File: config.mk
export PLATFORM = sky130hd
export DESIGN_NAME = genetico_pipe
export DESIGN_NICKNAME = d
export VERILOG_FILES = /design/src/rtl/genetico_pipe.sv
export SDC_FILE = /design/constraint.sdc
export NUM_CORES = 2
export LEC_CHECK = 0
export CAP_MARGIN = 10
export CORE_MARGIN = 2
export CORE_UTILIZATION = 65
export DETAILED_ROUTE_END_ITERATION = 7
export GPL_TIMING_DRIVEN = 0
export PLACE_DENSITY = 0.82
export SYNTH_ARGS = -nofsm -noshare
export SYNTH_HDL_FRONTEND = slang
export SYNTH_SLANG_ARGS = --single-unit
File: constraint.sdc
create_clock -name clk -period 76.4 [get_ports clk]
set_input_delay 7.64 -clock clk [delete_from_list [all_inputs] [get_ports clk]]
set_output_delay 7.64 -clock clk [all_outputs]
set_load 0.05 [all_outputs]
File: src/rtl/genetico_pipe.sv
// genetico_pipe - pipelined evolvable-logic array.
//
// N_LE two-input logic elements plus N_OUT output selectors. Each one picks its
// operands from a shared signal index space. A configuration ("chromosome") is
// loaded word-serially into a shadow register. It is then committed atomically
// to the active register once no vector is between stage 1 and stage 2.
// Vectors flow through a 2-stage valid/ready pipeline. Every result carries the
// generation tag of the configuration that was active when it was accepted.
//
// Signal index space: 0..N_IN-1 are the stage-1 input bits; N_IN+k is LE k.
// LE k can only see indices below N_IN+k. Anything else reads 0, so the network
// is feed-forward by construction.
//
// Ports:
//   clk, rst               clock, asynchronous active-high reset
//   cfg_start              begin/restart a configuration load
//   cfg_word/valid/ready   configuration word stream (valid/ready)
//   cfg_done               one-cycle pulse when the shadow is committed
//   cfg_gen                generation of the active configuration
//   in_valid/ready         input vector handshake, data on chrom_in
//   out_valid/ready        result handshake, data on chrom_out, tag on out_gen
module genetico_pipe #(
  parameter int N_IN  = 8,
  parameter int N_OUT = 8,
  parameter int N_LE  = 25,
  parameter int SEL_W = 6,
  parameter int CFG_W = 16,
  parameter int GEN_W = 4
) (
  input  logic             clk,
  input  logic             rst,
  input  logic             cfg_start,
  input  logic [CFG_W-1:0] cfg_word,
  input  logic             cfg_valid,
  output logic             cfg_ready,
  output logic             cfg_done,
  output logic [GEN_W-1:0] cfg_gen,
  input  logic             in_valid,
  output logic             in_ready,
  input  logic [N_IN-1:0]  chrom_in,
  output logic             out_valid,
  input  logic             out_ready,
  output logic [N_OUT-1:0] chrom_out,
  output logic [GEN_W-1:0] out_gen
);

  localparam int REC      = 3 + 2 * SEL_W;
  localparam int CFG_BITS = N_LE * REC + N_OUT * SEL_W;
  localparam int NWORDS   = (CFG_BITS + CFG_W - 1) / CFG_W;
  localparam int CNT_W    = (NWORDS > 1) ? $clog2(NWORDS) : 1;
  localparam int POOL     = 1 << SEL_W;
  localparam int NSIG     = N_IN + N_LE;
  localparam logic [CNT_W-1:0] LAST_WORD = CNT_W'(NWORDS - 1);

  if (POOL < NSIG) begin : g_sel_w_check
    $error("genetico_pipe: SEL_W too narrow to address N_IN+N_LE signals");
  end

  typedef enum logic [1:0] {ST_IDLE, ST_LOAD, ST_DRAIN, ST_COMMIT} state_t;

  state_t               state_reg, state_next;
  logic [CNT_W-1:0]     cnt_reg, cnt_next;
  logic [CNT_W-1:0]     wr_idx;
  logic                 cfg_wr;
  logic [CFG_BITS-1:0]  shadow_bits;
  logic [CFG_BITS-1:0]  active_reg;
  logic [GEN_W-1:0]     gen_reg;

  logic                 s1_valid_reg;
  logic [N_IN-1:0]      s1_data_reg;
  logic [GEN_W-1:0]     s1_gen_reg;
  logic                 out_valid_reg;
  logic [N_OUT-1:0]     chrom_out_reg;
  logic [GEN_W-1:0]     out_gen_reg;
  logic                 s2_free;
  logic [N_OUT-1:0]     net_out;
  logic [POOL-1:0]      out_pool;

  // ---------------------------------------------------------------- loader FSM
  always_ff @(posedge clk or posedge rst) begin
    if (rst) begin
      state_reg <= ST_IDLE;
      cnt_reg   <= '0;
    end else begin
      state_reg <= state_next;
      cnt_reg   <= cnt_next;
    end
  end

  // cfg_start during LOAD restarts at word 0. A word offered in that same
  // cycle is still taken because cfg_ready is high, and it lands in slot 0.
  always_comb begin
    state_next = state_reg;
    cnt_next   = cnt_reg;
    cfg_ready  = 1'b0;
    cfg_done   = 1'b0;
    wr_idx     = cnt_reg;
    case (state_reg)
      ST_IDLE: begin
        if (cfg_start) begin
          state_next = ST_LOAD;
          cnt_next   = '0;
        end
      end
      ST_LOAD: begin
        cfg_ready = 1'b1;
        if (cfg_start) begin
          wr_idx   = '0;
          cnt_next = '0;
        end
        if (cfg_valid) begin
          if (wr_idx == LAST_WORD) begin
            state_next = ST_DRAIN;
            cnt_next   = '0;
          end else begin
            cnt_next = wr_idx + 1'b1;
          end
        end
      end
      ST_DRAIN: begin
        if (cfg_start) begin
          state_next = ST_LOAD;
          cnt_next   = '0;
        end else if (!s1_valid_reg) begin
          state_next = ST_COMMIT;
        end
      end
      ST_COMMIT: begin
        cfg_done   = 1'b1;
        state_next = ST_IDLE;
      end
      default: state_next = ST_IDLE;
    endcase
  end

  assign cfg_wr = cfg_valid & cfg_ready;

  // Shadow register, one slice per word. The last word keeps only the bits
  // that fall inside the configuration vector.
  for (genvar gi = 0; gi < NWORDS; gi++) begin : g_word
    localparam int LO = gi * CFG_W;
    localparam int WW = (CFG_BITS - LO < CFG_W) ? (CFG_BITS - LO) : CFG_W;
    logic [WW-1:0] word_reg;
    always_ff @(posedge clk or posedge rst) begin
      if (rst) begin
        word_reg <= '0;
      end else if (cfg_wr && (wr_idx == CNT_W'(gi))) begin
        word_reg <= cfg_word[WW-1:0];
      end
    end
    assign shadow_bits[LO +: WW] = word_reg;
  end

  always_ff @(posedge clk or posedge rst) begin
    if (rst) begin
      active_reg <= '0;
      gen_reg    <= '0;
    end else if (state_reg == ST_COMMIT) begin
      active_reg <= shadow_bits;
      gen_reg    <= gen_reg + 1'b1;
    end
  end

  assign cfg_gen = gen_reg;

  // ------------------------------------------------------------------ network
  // Each LE receives the signals below its own index (avail_in). It passes
  // them on with its own output appended. Chaining them this way keeps every
  // net driven by exactly one block.
  for (genvar gi = 0; gi < N_LE; gi++) begin : g_le
    localparam int AW = N_IN + gi;
    logic [AW-1:0]    avail_in;
    logic [AW:0]      avail_out;
    logic [POOL-1:0]  pool;
    logic [2:0]       func;
    logic [SEL_W-1:0] sel_a;
    logic [SEL_W-1:0] sel_b;
    logic             op_a;
    logic             op_b;
    logic             y;

    if (gi == 0) begin : g_first
      assign avail_in = s1_data_reg;
    end else begin : g_next
      assign avail_in = g_le[gi-1].avail_out;
    end

    assign {func, sel_a, sel_b} = active_reg[gi*REC +: REC];

    always_comb begin
      pool           = '0;
      pool[AW-1:0]   = avail_in;
      op_a           = pool[sel_a];
      op_b           = pool[sel_b];
      y              = op_a;
      case (func)
        3'd0: y = op_a & op_b;
        3'd1: y = op_a | op_b;
        3'd2: y = op_a ^ op_b;
        3'd3: y = ~(op_a & op_b);
        3'd4: y = ~(op_a | op_b);
        3'd5: y = ~(op_a ^ op_b);
        3'd6: y = ~op_a;
        default: y = op_a;
      endcase
    end

    assign avail_out = {y, avail_in};
  end

  always_comb begin
    out_pool             = '0;
    out_pool[NSIG-1:0]   = g_le[N_LE-1].avail_out;
  end

  for (genvar gi = 0; gi < N_OUT; gi++) begin : g_out
    logic [SEL_W-1:0] osel;
    assign osel        = active_reg[N_LE*REC + gi*SEL_W +: SEL_W];
    assign net_out[gi] = out_pool[osel];
  end

  // ----------------------------------------------------------------- pipeline
  // While loading is draining or committing, no new vector may enter. This
  // guarantees that stage 1 is empty at the moment the active config changes.
  assign s2_free  = !out_valid_reg || out_ready;
  assign in_ready = ((state_reg == ST_IDLE) || (state_reg == ST_LOAD)) &&
                    (!s1_valid_reg || s2_free);

  always_ff @(posedge clk or posedge rst) begin
    if (rst) begin
      s1_valid_reg  <= 1'b0;
      s1_data_reg   <= '0;
      s1_gen_reg    <= '0;
      out_valid_reg <= 1'b0;
      chrom_out_reg <= '0;
      out_gen_reg   <= '0;
    end else begin
      if (s2_free) begin
        out_valid_reg <= s1_valid_reg;
        if (s1_valid_reg) begin
          chrom_out_reg <= net_out;
          out_gen_reg   <= s1_gen_reg;
        end
      end
      if (in_valid && in_ready) begin
        s1_valid_reg <= 1'b1;
        s1_data_reg  <= chrom_in;
        s1_gen_reg   <= gen_reg;
      end else if (s2_free) begin
        s1_valid_reg <= 1'b0;
      end
    end
  end

  assign out_valid = out_valid_reg;
  assign chrom_out = chrom_out_reg;
  assign out_gen   = out_gen_reg;

endmodule

======== Word-level counts from Yosys, hierarchy flattened ========
Index checks and enable logic that the tools add are counted.
word-level totals
  output and inout port bits .............. 20
  word-level logic and storage cells ...... 680
  flip-flop bits (word level) ............. 883
  input bits .............................. 30
cells by class
  bitwise gates (word level) .............. 176
  add/sub/neg operators ................... 2
  magnitude comparators ................... 58
  reductions and logical operators ........ 66
  multiplexer cells ....................... 157
  eq/ne operators ......................... 184
operators by type and width
  operator             number
  $lt 6x7->1 const B   58
  $bmux 1 s6           58
  $eq 3x3->1 const B   75
  $pmux 1 s7           25
  $eq 3x2->1 const B   50
  $not 1->1            100
  $eq 3x1->1 const B   25
  $logic_not 3->1      25
  $mux 1               62
  $eq 5x5->1 const B   12
  $eq 5x4->1 const B   8
  $logic_and 1x1->1    29
  $and 1x1->1          26
  $mux 5               5
  $or 1x1->1           25
  $xor 1x1->1          25
  $eq 5x3->1 const B   4
  $eq 5x2->1 const B   2
  $mux 2               5
  $pmux 5 s2           1
  $pmux 2 s4           1
  $ne 2x2->1 const B   3
  $add 5x1->5 const B  1
  $eq 5x1->1 const B   1
  12 further kinds     17

======== Depth between registers and ports, before layout ========
  depth after elaboration ................. 127
  mapped depth ............................ 288
  depth with buffers taken out ............ 231

======== Worst setup path before layout ========
No wires, ideal clock.
  path kind ............................... reg-to-reg
  from .................................... register active_reg[1]
  to ...................................... register chrom_out_reg[4] (netlist: chrom_out[4])
  setup time .............................. 121 ps
  cell stages (with the launch flop) ...... 276
  data arrival time ....................... 48630 ps
  path slack .............................. 27648 ps
  data required time ...................... 76279 ps
  buffers on the path ..................... 58
  period minus slack after synthesis ...... 48752 ps
  path through ............................ dfrtp_1 -> buf_2 -> mux2i_1 -> a221o_1 -> or4_1 -> ha_1 -> nor4bb_1 -> a31oi_1 -> nand2_1 -> or3_1 -> and3_1 -> clkbuf_1 -> clkbuf_1 -> clkbuf_1 -> clkbuf_1 -> clkbuf_1 -> clkbuf_1 -> a21oi_1 -> (+240 left out) -> o21ai_0 -> and3_1 -> a2111oi_2 -> a211oi_2 -> o21a_2 -> ha_1 -> nor3_1 -> a31oi_1 -> o211ai_2 -> a2111oi_1 -> or2_2 -> ha_1 -> nand2_1 -> nor3_1 -> nor3_1 -> nand4_2 -> o31a_1 -> o22a_1
between the ends
  longest elaborated chain between the ends .. 127
  elaborated cells between the ends (all ways) .. 299
  classes of those cells .................. 125 x mux; 174 x bitwise
ends and longest elaborated chain
  item                                 line           source
  start, declared                      66             logic [CFG_BITS-1:0] active_reg;
  start signal, assigned               159            active_reg <= shadow_bits;
  $bmux 1 s6 (*)                       194            op_b = pool[sel_b];
  $mux 1 (not written as such) (*)     194
  $xor 1x1->1 (tied with other cells)  199, 202
  $not 1->1 (on tied branches)         202, 200, 201
  $pmux 1 s7 (*)                       196            case (func)
  $bmux 1 s6 (on tied branches)        193, 194
  $mux 1 (on tied branches)            193, 194
  $xor 1x1->1 (tied with other cells)  199, 202
  (+111 left out)                      n/a
  $pmux 1 s7                           196
  $bmux 1 s6 (on tied branches)        193, 194
  $mux 1 (on tied branches)            193, 194
  $xor 1x1->1 (tied with other cells)  199, 202
  $not 1->1 (on tied branches)         202, 200, 201
  $pmux 1 s7                           196
  $bmux 1 s6 (*)                       219            assign net_out[gi] = out_pool[osel];
  $mux 1 (not written as such) (*)     219
  end signal, assigned                 241            chrom_out_reg <= net_out;
  end, declared                        73             logic [N_OUT-1:0] chrom_out_reg;
Mark *: on every way between the ends. The rest lies on a longest branch, timed or not. The select of a mux whose other input is x is not followed.
A chain may end at the register's enable or synchronous reset.

======== Worst setup path in the final report ========
  from .................................... register s1_data_reg[2] (netlist: g_le[0].avail_in[2])
  to ...................................... register chrom_out_reg[6] (netlist: chrom_out[6])
between the ends
  longest elaborated chain between the ends .. 127
  elaborated cells between the ends (all ways) .. 302
  classes of those cells .................. 127 x mux; 175 x bitwise
ends and longest elaborated chain
  item                                 line           source
  start, declared                      70             logic [N_IN-1:0] s1_data_reg;
  start signal, assigned               247            s1_data_reg <= chrom_in;
  $bmux 1 s6 (on tied branches)        193, 194
  $mux 1 (on tied branches)            193, 194
  $xor 1x1->1 (tied with other cells)  199, 202
  $not 1->1 (on tied branches)         202, 200, 201
  $pmux 1 s7                           196
  $bmux 1 s6 (on tied branches)        193, 194
  $mux 1 (on tied branches)            193, 194
  $xor 1x1->1 (tied with other cells)  199, 202
  (+111 left out)                      n/a
  $pmux 1 s7                           196
  $bmux 1 s6 (on tied branches)        193, 194
  $mux 1 (on tied branches)            193, 194
  $xor 1x1->1 (tied with other cells)  199, 202
  $not 1->1 (on tied branches)         202, 200, 201
  $pmux 1 s7                           196
  $bmux 1 s6 (*)                       219
  $mux 1 (not written as such) (*)     219
Marked as above.

==> results.cfg <==
[outcome]
status = complete, but fails checks
violations = DRC

[grt]
grt_pass1_vias = 40849
antenna_found_initial = 12
grt_pass1_wl_um = 239000
overflow = 0
grt.total_usage = 0.400
grt_max_degree = 135

[yosys]
synth-seq-area-share = 0.442
synth_area_per_cell_um2 = 10.2
synthesis.nets = 4946
synth_warnings = 0
synth_edf_count = 0
synth-main-ff-cell = dfrtp_1
synth_cells = 4888
post_synth_num_cell_types = 119
syn-cell-area_mm2 = 0.0500
async_reset_ff_frac = 1.00
yosys_register_bits = 883

[clock_network]
cts-root-buf = clkbuf_16
cts_hold_buffers = 0
cts_buffer_depth = 3
clock_latency_ns = 0.67
cts_buffers = 92
cts_tree = built
clock-sinks = 883
clk_pin_slew_ns = 0.07
h-tree-depth = 3

[detailed_routing]
vias = 42299
viasPerCell = 6.87
drcViolationCount = 11
wire_per_inst_um = 25.5
routed_wl_um = 157000
route.antenna.remaining_nets = 0
dr.pass1.iters = 8
drt_iter0_markers = 5627

[placed_design]
finalWeightedCongestion = 0.995
numPlacedInstances = 5978
portBuffers = 49
dp_hpwl_um = 103000

[timing]
period_share = 0.985
relSlewSlack = 0.0318
fmax_ghz = 0.0133
period_needed_ns = 75.24
rsz0062_at_grt = no
slew_viol_final = 0
max_slew.worst_pin.slew_ns = 1.42
hold_violations = 0
fin_skew_ns = 0.0302
finalSetupViolCount = 0
tns_ns = 0

[finish]
final_common_cell = nand2_1
areaGrowthSynthToFinish_pct = 10.5
fillers = 5219
layout_common_cells = nand2_1 (1295), dfrtp_1 (883), mux2_2 (454)
drive_above_1_share = 0.195
stdcell_count = 6156
nets = 5102

[worst_setup_path]
crit_fanout = 10
cp-start-kind = register
r2r_slack_ns = 1.16
rr_startpoint = g_le[0].avail_in[2]$_DFFE_PP0P_
cp-end-kind = register
cp_num_buf_inv = 64
critical-path-slowest-cell = clkdlybuf4s15_1
cp_num_cells = 269
rr_worst_depth = 269
criticalPathCategory = register to register
slowest_delay_ns = 0.76
crit_path_end = chrom_out[6]$_DFFE_PP0P_
crit_top_cell = clkbuf_1
arrival_ns = 75.79
cp-startpoint = g_le[0].avail_in[2]$_DFFE_PP0P_
critPathTopFamily = buffers and inverters
timing.rr.end = chrom_out[6]$_DFFE_PP0P_
critPathRequiredTime_ns = 76.95

[power_and_ir_drop]
ir_worst_vdd_v = 0.0000199
leakagePower_nw = 24.8
power_density_mw_per_mm2 = 21.3
power_mw = 1.18

[run]
max_cap_violations = 0

[floorplan]
initial_core_util = 0.657
io_pins = 50
die_x_um = 281
die_h_um = 281
rows = 101
core_area_mm2 = 0.0761
dieArea_mm2 = 0.0791

[min_path]
hp-class = register to register
min_path_cells = 2
==> synth_stat cells (all sizes together) (9+ instances only) <==
library cell | n | area share
nand3 | 35 | 0.0035
nand2 | 1297 | 0.098
o22ai | 15 | 0.0019
nand4 | 24 | 0.0031
o31ai | 21 | 0.0035
a21oi | 111 | 0.011
o211a | 11 | 0.0022
or3 | 22 | 0.0028
nor3b | 11 | 0.0018
nand2b | 37 | 0.0046
nor4 | 26 | 0.0043
or2 | 13 | 0.0016
a211oi | 53 | 0.0084
buf | 52 | 0.0047
mux2 | 457 | 0.10
a31o | 10 | 0.0018
o31a | 12 | 0.0021
and2 | 18 | 0.0023
a2111oi | 18 | 0.0038
nor3 | 66 | 0.0068
clkbuf | 363 | 0.027
nand3b | 31 | 0.0047
or4b | 9 | 0.0018
a31oi | 40 | 0.0051
o211ai | 33 | 0.0052
mux4 | 279 | 0.13
o2111ai | 21 | 0.0037
nor2b | 39 | 0.0049
o21a | 23 | 0.0035
o21bai | 11 | 0.0017
o311ai | 12 | 0.0026
dfrtp | 883 | 0.44
mux2i | 50 | 0.011
and3 | 14 | 0.0018
nor2 | 220 | 0.017
ha | 28 | 0.0070
o21ai | 217 | 0.022
a311oi | 9 | 0.0019
a22oi | 9 | 0.0015
inv | 129 | 0.0097
o311a | 14 | 0.0030
==> how the worst min path moves through the flow <==
stage                                              from                     endpoint  slack [ns]
floorplan             g_word[6].word_reg[4]$_DFFE_PP0P_  active_reg[100]$_DFFE_PP0P_        0.43
CTS                 g_word[23].word_reg[12]$_DFFE_PP0P_  active_reg[380]$_DFFE_PP0P_        0.46
global placement      g_word[6].word_reg[3]$_DFFE_PP0P_   active_reg[99]$_DFFE_PP0P_        0.44
detailed placement    g_word[1].word_reg[9]$_DFFE_PP0P_   active_reg[25]$_DFFE_PP0P_        0.45
global route         g_word[22].word_reg[3]$_DFFE_PP0P_  active_reg[355]$_DFFE_PP0P_        0.48
finish              g_word[23].word_reg[12]$_DFFE_PP0P_  active_reg[380]$_DFFE_PP0P_        0.45
==> cell type report <==
cell class | count | area [um^2] | area share
Antenna cell | 10 | 25.0 | 0.000453
Buffer | 415 | 1620 | 0.0293
Clock buffer | 133 | 2660 | 0.0481
Clock inverter | 33 | 448 | 0.00811
Inverter | 130 | 495 | 0.00897
Multi-Input combinational cell | 3460 | 25800 | 0.468
Sequential cell | 883 | 22100 | 0.400
Tap cell | 1030 | 1290 | 0.0233
Timing Repair Buffer | 62 | 787 | 0.0142
==> kinds of logic (layout without fill, tap and decap cells) <==
kind of cell | count (synthesis) | in the layout | synth area share
xor+xnor | 3 | 3 | 0.000526
compound gates | 754 | 754 | 0.106
buf+inv | 545 | 773 | 0.0417
simple gates | 1889 | 1889 | 0.163
other cells | 0 | 10 | 0
fa+ha+maj | 28 | 28 | 0.00701
flops | 883 | 883 | 0.442
mux | 786 | 786 | 0.239
==> per-layer routing <==
metal  global-route usage  wire length, um  up-vias
met2                0.598            69600     3033
li1                     -                -    17718
met1                0.511            55600    20690
met3                0.111            19000      848
met4                0.274            12500       10
met5                    0               74        -
==> power breakdown <==
part | internal [mW] | leakage, nW | switching (mW)
Clock | 0.273 | 1.50 | 0.196
Combinational | 0.0824 | 11.2 | 0.136
Sequential | 0.482 | 12.2 | 0.00911
Total | 0.837 | 24.8 | 0.341
==> repair_timing <==
action | CTS | global route
endpoints found under the setup margin | 0 | 8
setup buffers | 0 | 0
gates resized for setup | 0 | 20
==> worst register-to-register path, delay by kind of cell, from the launching register on <==
family	cells	cell delay (ns)
AND/OR/NAND/NOR	63	12.17
adder cells (fa/ha/maj)	25	7.52
flip-flops	1	0.51
multiplexers	5	0.89
AO/OA/AOI/OAI	112	23.17
buffers and inverters	64	30.90
==> metrics by stage <==
step	setup slack, ns	area (um^2)	hold WS [ns]	utilization
5_1_grt	0.160	55200	0.479	0.726
3_5_place_dp	4.33	52000	0.448	0.684
3_3_place_gp	5.62	51800	0.438	0.680
2_1_floorplan	27.65	50000	0.433	-
6_report	1.16	55300	0.455	0.726
4_1_cts	3.83	55200	0.455	0.725
Note: power is estimated with default switching activity, not from simulation.
